==> src/rtl/line_wr_buffer.sv <==
// line_wr_buffer: line-granular write-back buffer between a cache's memory
// port and main memory. Dirty lines are absorbed in one cycle and drained in
// the background; reads hit in the buffer or bypass queued drains downstream.
module line_wr_buffer #(
  parameter int unsigned LINE_ADDR_LEN = 3,
  parameter int unsigned ADDR_LEN      = 9,
  parameter int unsigned DEPTH_LEN     = 2
) (
  input  logic                                  clk,
  input  logic                                  rst_n,
  input  logic [ADDR_LEN-1:0]                   up_addr,
  input  logic                                  up_rd_req,
  input  logic                                  up_wr_req,
  input  logic [32*(1<<LINE_ADDR_LEN)-1:0]      up_wr_line,
  output logic [32*(1<<LINE_ADDR_LEN)-1:0]      up_rd_line,
  output logic                                  up_gnt,
  output logic [ADDR_LEN-1:0]                   dn_addr,
  output logic                                  dn_rd_req,
  output logic                                  dn_wr_req,
  output logic [32*(1<<LINE_ADDR_LEN)-1:0]      dn_wr_line,
  input  logic [32*(1<<LINE_ADDR_LEN)-1:0]      dn_rd_line,
  input  logic                                  dn_gnt,
  output logic                                  empty,
  output logic                                  full
);

  localparam int unsigned LINE_SIZE = 1 << LINE_ADDR_LEN;
  localparam int unsigned LINE_W    = 32 * LINE_SIZE;
  localparam int unsigned DEPTH     = 1 << DEPTH_LEN;

  typedef enum logic [1:0] {
    D_IDLE,
    D_READ,
    D_DRAIN
  } dstate_e;

  // Buffer storage and queue bookkeeping
  logic [ADDR_LEN-1:0]  addr_q [DEPTH];
  logic [LINE_W-1:0]    line_q [DEPTH];
  logic [DEPTH-1:0]     valid_q;
  logic [DEPTH_LEN-1:0] head_q, head_d;
  logic [DEPTH_LEN-1:0] tail_q, tail_d;
  logic [DEPTH_LEN:0]   count_q, count_d;

  // Upstream side
  logic                 up_gnt_q;
  logic [LINE_W-1:0]    up_rd_line_q;
  logic                 rd_pend_q;
  logic [ADDR_LEN-1:0]  rd_addr_q;

  // Downstream side
  dstate_e              dstate_q;
  logic [ADDR_LEN-1:0]  dn_addr_q;
  logic                 dn_rd_req_q;
  logic                 dn_wr_req_q;
  logic [LINE_W-1:0]    dn_wr_line_q;

  // Decode of the current cycle
  logic                 hit;
  logic [DEPTH_LEN-1:0] hit_idx;
  logic                 sample;
  logic                 is_rd;
  logic                 head_locked;
  logic                 wr_ovw;
  logic                 wr_push;
  logic                 rd_hit;
  logic                 rd_miss;
  logic                 pop;
  logic                 rd_done;
  logic                 full_w;

  assign full_w = (count_q == (DEPTH_LEN+1)'(DEPTH));
  assign empty  = (count_q == '0);
  assign full   = full_w;

  // Associative lookup of the upstream address; valid addresses are unique
  always_comb begin
    hit     = 1'b0;
    hit_idx = '0;
    for (int unsigned i = 0; i < DEPTH; i++) begin
      if (valid_q[i] && (addr_q[i] == up_addr)) begin
        hit     = 1'b1;
        hit_idx = DEPTH_LEN'(i);
      end
    end
  end

  // Classify the upstream request and the downstream completions
  always_comb begin
    sample  = !up_gnt_q && !rd_pend_q && (up_rd_req || up_wr_req);
    is_rd   = up_rd_req;
    // The FSM snapshots the head on the D_IDLE -> D_DRAIN edge, so the head
    // is already off-limits to overwrites in an idle cycle with data queued.
    head_locked = (dstate_q == D_DRAIN) || ((dstate_q == D_IDLE) && (count_q != '0));
    wr_ovw  = sample && !is_rd && hit && !((hit_idx == head_q) && head_locked);
    wr_push = sample && !is_rd && !hit && !full_w;
    rd_hit  = sample && is_rd && hit;
    rd_miss = sample && is_rd && !hit;
    pop     = (dstate_q == D_DRAIN) && dn_gnt;
    rd_done = (dstate_q == D_READ) && dn_gnt;
  end

  // Next pointer and occupancy values
  always_comb begin
    head_d  = pop     ? head_q + 1'b1 : head_q;
    tail_d  = wr_push ? tail_q + 1'b1 : tail_q;
    count_d = count_q;
    case ({wr_push, pop})
      2'b10:   count_d = count_q + 1'b1;
      2'b01:   count_d = count_q - 1'b1;
      default: count_d = count_q;
    endcase
  end

  // Buffer entries: push at tail, overwrite on match, invalidate head on pop
  always_ff @(posedge clk or negedge rst_n) begin
    if (!rst_n) begin
      for (int unsigned i = 0; i < DEPTH; i++) begin
        addr_q[i] <= '0;
        line_q[i] <= '0;
      end
      valid_q <= '0;
      head_q  <= '0;
      tail_q  <= '0;
      count_q <= '0;
    end else begin
      if (pop) begin
        valid_q[head_q] <= 1'b0;
      end
      if (wr_push) begin
        valid_q[tail_q] <= 1'b1;
        addr_q[tail_q]  <= up_addr;
        line_q[tail_q]  <= up_wr_line;
      end
      if (wr_ovw) begin
        line_q[hit_idx] <= up_wr_line;
      end
      head_q  <= head_d;
      tail_q  <= tail_d;
      count_q <= count_d;
    end
  end

  // Upstream grant, read data return and read-miss tracking
  always_ff @(posedge clk or negedge rst_n) begin
    if (!rst_n) begin
      up_gnt_q     <= 1'b0;
      up_rd_line_q <= '0;
      rd_pend_q    <= 1'b0;
      rd_addr_q    <= '0;
    end else begin
      up_gnt_q <= wr_push || wr_ovw || rd_hit || rd_done;
      if (rd_hit) begin
        up_rd_line_q <= line_q[hit_idx];
      end else if (rd_done) begin
        up_rd_line_q <= dn_rd_line;
      end
      if (rd_miss) begin
        rd_pend_q <= 1'b1;
        rd_addr_q <= up_addr;
      end else if (rd_done) begin
        rd_pend_q <= 1'b0;
      end
    end
  end

  // Downstream FSM: read misses first, otherwise drain the head entry
  always_ff @(posedge clk or negedge rst_n) begin
    if (!rst_n) begin
      dstate_q     <= D_IDLE;
      dn_addr_q    <= '0;
      dn_rd_req_q  <= 1'b0;
      dn_wr_req_q  <= 1'b0;
      dn_wr_line_q <= '0;
    end else begin
      case (dstate_q)
        D_IDLE: begin
          if (rd_pend_q) begin
            dstate_q    <= D_READ;
            dn_rd_req_q <= 1'b1;
            dn_addr_q   <= rd_addr_q;
          end else if (count_q != '0) begin
            dstate_q     <= D_DRAIN;
            dn_wr_req_q  <= 1'b1;
            dn_addr_q    <= addr_q[head_q];
            dn_wr_line_q <= line_q[head_q];
          end
        end
        D_READ: begin
          if (dn_gnt) begin
            dstate_q    <= D_IDLE;
            dn_rd_req_q <= 1'b0;
          end
        end
        D_DRAIN: begin
          if (dn_gnt) begin
            dstate_q    <= D_IDLE;
            dn_wr_req_q <= 1'b0;
          end
        end
        default: begin
          dstate_q    <= D_IDLE;
          dn_rd_req_q <= 1'b0;
          dn_wr_req_q <= 1'b0;
        end
      endcase
    end
  end

  assign up_gnt     = up_gnt_q;
  assign up_rd_line = up_rd_line_q;
  assign dn_addr    = dn_addr_q;
  assign dn_rd_req  = dn_rd_req_q;
  assign dn_wr_req  = dn_wr_req_q;
  assign dn_wr_line = dn_wr_line_q;

endmodule
==> config.mk <==
export PLATFORM = sky130hd
export DESIGN_NAME = line_wr_buffer
export DESIGN_NICKNAME = d
export VERILOG_FILES = /design/src/rtl/line_wr_buffer.sv
export SDC_FILE = /design/constraint.sdc
export NUM_CORES = 2
export LEC_CHECK = 0
export BUFFER_PORTS_ARGS = -buffer_cell sky130_fd_sc_hd__buf_2
export CAP_MARGIN = 20
export CORE_UTILIZATION = 38
export DETAILED_ROUTE_END_ITERATION = 8
export SYNTH_ARGS = -nofsm -noshare
export SYNTH_HDL_FRONTEND = slang
export SYNTH_SLANG_ARGS = --single-unit
==> constraint.sdc <==
create_clock -name clk -period 8.27 [get_ports clk]
set_clock_uncertainty 0.1 [all_clocks]
set_input_delay 0 -clock clk [delete_from_list [all_inputs] [get_ports clk]]
set_output_delay 0 -clock clk [all_outputs]
set_load 0.005 [all_outputs]
==> run_results.csv <==
group,metric,value,unit
logic_synthesis,synthXorXnorAreaFrac,0.470,%
power_and_ir_drop,cellPowerDensity,344,nW/µm²
timing,finalMaxSlewViolations,0,
timing,setup_tns,0,ns
logic_synthesis,synth_seq_area_share,52.6,%
power_and_ir_drop,switching_share,33.4,%
logic_synthesis,synthMuxAreaShare,30.8,%
worst_setup_path,reg2reg_to,"line_q[857]$_DFF_PN0_",
placed_design,place_hpwl,151000,µm
logic_synthesis,synth_area_leaders,"dfrtp_1 (53%), mux2_1 (12%), mux4_2 (7.8%)",
logic_synthesis,yosysMostFrequentCell,"dfrtp_1",
grt,grt_pass1_vias,60064,
timing,hold_viol,0,
die,die_area,203000,µm²
clock_network,numCtsBuffers,176,
timing,rsz0062_at_grt,"false",
status,status,"finished, violations left",
cells_and_area,multi_input_area,33800,µm²
placed_design,place_congestion,0.859,
clock_network,cts.reportedPaths.clkPinSlew,0.06,ns
clock_network,cts_buffer_depth,3,
detailed_routing,first_pass_iters,9,
clock_network,cts_root_buf,"clkbuf_16",
logic_synthesis,yosys.area.top_type,"dfrtp_1",
logic_synthesis,synth_top_family_by_area,"multiplexers",
logic_synthesis,synth_edf_count,0,
cells_and_area,seq_area,40200,µm²
die,dieWidth,450,µm
logic_synthesis,yosys_warnings,0,
cells_and_area,finalInstanceArea,100000,µm²
detailed_routing,avgRoutedWirePerCell,23.7,µm
timing,post-route-period-util,65.4,%
logic_synthesis,synth_adder_area_share,0.223,%
clock_network,cts_tree,"built",
die,coreArea,200000,µm²
power_and_ir_drop,power.net_switching,11.6,mW
logic_synthesis,syn_avg_cell_area,13.5,µm²
worst_setup_path,critPathLaunch,"addr_q[0]$_DFFE_PN0P_",
clock_network,cts_sinks,1607,
worst_setup_path,crit_arrival,6.00,ns
placed_design,pre_cts_slack,3.29,ns
logic_synthesis,yosys.cell_types.count,46,
die,rows,164,
logic_synthesis,synth-async-reset-ratio,100,%
clock_network,cts_setup_buffers,0,
die,io_pins,1052,
detailed_routing,ant_nets,0,
logic_synthesis,yosysTopAreaCellShare,52.6,%
logic_synthesis,synthFlopType,"dfrtp_1",
timing,timing.hold.ws,0.0640,ns
worst_setup_path,rrSetupSlack,2.86,ns
timing,fmax,0.185,GHz
worst_setup_path,required,8.87,ns
timing,period_needed,5.41,ns
grt,antenna_found_initial,40,
placed_design,place_inst,8967,
flow_run,max-cap-violations,0,
cells_and_area,nets,8095,
detailed_routing,routed_wl,247000,µm
logic_synthesis,synth_area,76400,µm²
placed_design,placed_area,83600,µm²
logic_synthesis,ys_seq_elements,1607,
worst_setup_path,worst_r2r_startpoint,"addr_q[0]$_DFFE_PN0P_",
logic_synthesis,netlist_top_cells_count,"dfrtp_1 (1607), mux2_1 (802), mux2_2 (523)",
worst_setup_path,r2r_cells,10,
power_and_ir_drop,p_int,23.0,mW
cells_and_area,n_fill_cell,17169,
logic_synthesis,synth_compound_area_share,8.65,%
detailed_routing,drc,264,
cells_and_area,area_growth,31.4,%
detailed_routing,viasPerCell,5.52,
grt,grt_usage,23.9,%
cells_and_area,layout.cells.non_filler,10398,
timing,relSlewSlack,16.8,%
clock_network,clock_latency,0.84,ns
detailed_routing,drt_iter0_drc,3891,
timing,setup_violations,0,
clock_network,cts_resized,0,
grt,grt_max_degree,174,
status,violations,"DRC",
logic_synthesis,syn-num-nets,6218,
clock_network,ctsHoldBuffers,1067,
clock_network,htree_levels,4,
worst_setup_path,crit_fanout,100,
timing,worst_slew_pin_slew,1.25,ns
worst_setup_path,crit_type,"reg -> reg",
power_and_ir_drop,p_leak,46.0,nW
power_and_ir_drop,total_power,34.6,mW
power_and_ir_drop,ir_worst_vdd,312,µV
worst_setup_path,cp-end-kind,"flip-flop",
logic_synthesis,postSynthCellCount,5679,
worst_setup_path,crit_end,"line_q[857]$_DFF_PN0_",
power_and_ir_drop,pwr-share-clk,23.6,%
worst_setup_path,critPathLaunchType,"flip-flop",
die,fp.dieH,450,µm
detailed_routing,vias,57406,
timing,fin_ws,2.86,ns
grt,grt_overflow,0,
grt,grt_pass1_wl,376000,µm
logic_synthesis,synth-simple-area-share,3.94,%
cells_and_area,final_util,50.2,%
power_and_ir_drop,comb_power_share,35.1,%
cells_and_area,drive_gt1_share,28.9,%
min_path,holdCritPathClass,"in -> reg",
placed_design,io_buffers,1051,
power_and_ir_drop,power_frac_seq,41.3,%
die,initial_core_util,38.2,%
## metal layers
layer	global-route usage [%]	wire length, µm
met2	39.0	117000
met5	0	113
met1	29.9	101000
met4	13.2	15000
met3	4.68	13700
## placed cells by master, fill, tap and decap left out, drive strengths merged, types with 9 or more instances in the layout
| master | n |
|---|---|
| dfrtp | 1607 |
| mux2 | 1325 |
| buf | 1135 |
| dlygate4sd3 | 1066 |
| a21oi | 519 |
| a211oi | 512 |
| mux2i | 266 |
| mux4 | 265 |
| nor2 | 262 |
| clkbuf | 261 |
| and3 | 259 |
| clkinv | 40 |
| xnor2 | 39 |
| diode | 34 |
| nand2 | 30 |
| inv | 24 |
| o21ai | 15 |
| bufinv | 14 |
| ha | 12 |
| nand4 | 9 |
## final cells by class
type / count / area share [%]
diodes: 34 / 0.0847
clock buffers: 261 / 5.08
clock inverters: 69 / 0.896
inverters: 13 / 0.0486
multi-input cells: 3557 / 33.7
flip-flops and latches: 1607 / 40.1
well taps: 2656 / 3.31
repair buffers: 2201 / 16.8
## flip-flops by register name, indices dropped and copies added (netlist names), 2 cells and up
signal      count
count_q         3
dn_addr         9
tail_q          2
valid_q         4
addr_q         36
dn_wr_line    256
dstate_q        2
line_q       1024
rd_addr_q       9
up_rd_line    256
head_q          2
## cell families (layout without fill, tap and decap cells)
family	Yosys count	count (layout)
AND/OR/NAND/NOR	592	592
multiplexers	1856	1856
AO/OA/AOI/OAI	1055	1055
other	0	34
XOR/XNOR	41	41
flip-flops	1607	1607
adder cells (fa/ha/maj)	13	13
buffers and inverters	515	2544
## worst min path at each step
stage	from	endpoint	slack [ns]	cells past startpoint
finish	up_wr_line[106]	line_q[618]$_DFF_PN0_	0.06	3
global route	up_wr_line[112]	line_q[880]$_DFF_PN0_	0.03	3
CTS	dn_rd_line[151]	up_rd_line[151]$_DFFE_PN0P_	0.004	5
detailed placement	rst_n	up_rd_line[33]$_DFFE_PN0P_	-0.07	1
global placement	rst_n	up_rd_line[33]$_DFFE_PN0P_	-0.07	1
floorplan	rst_n	addr_q[0]$_DFFE_PN0P_	-0.40	0
## critical path, stage by stage (launching register included)
cell and delay [ns]:
dfrtp_1 0.40, xnor2_1 0.19, nand4_1 0.17, dlygate4sd3_1 0.63
nor3_4 0.27, buf_4 0.52, nor4_1 0.20, or4b_1 0.67
o21ai_4 0.90, buf_12 0.49, mux2_1 0.40
## power by group through the flow
stage | Clock (mW) | Sequential [mW] | Combinational (mW)
after detailed placement | 0 | 14.3 | 11.7
after global routing | 8.64 | 14.7 | 13.1
final | 8.16 | 14.3 | 12.1
after floorplan | 0 | 13.5 | 7.86
after CTS | 8.34 | 14.2 | 12.2
after global placement | 0 | 14.1 | 11.4
Power figures use the tool's default switching activity.
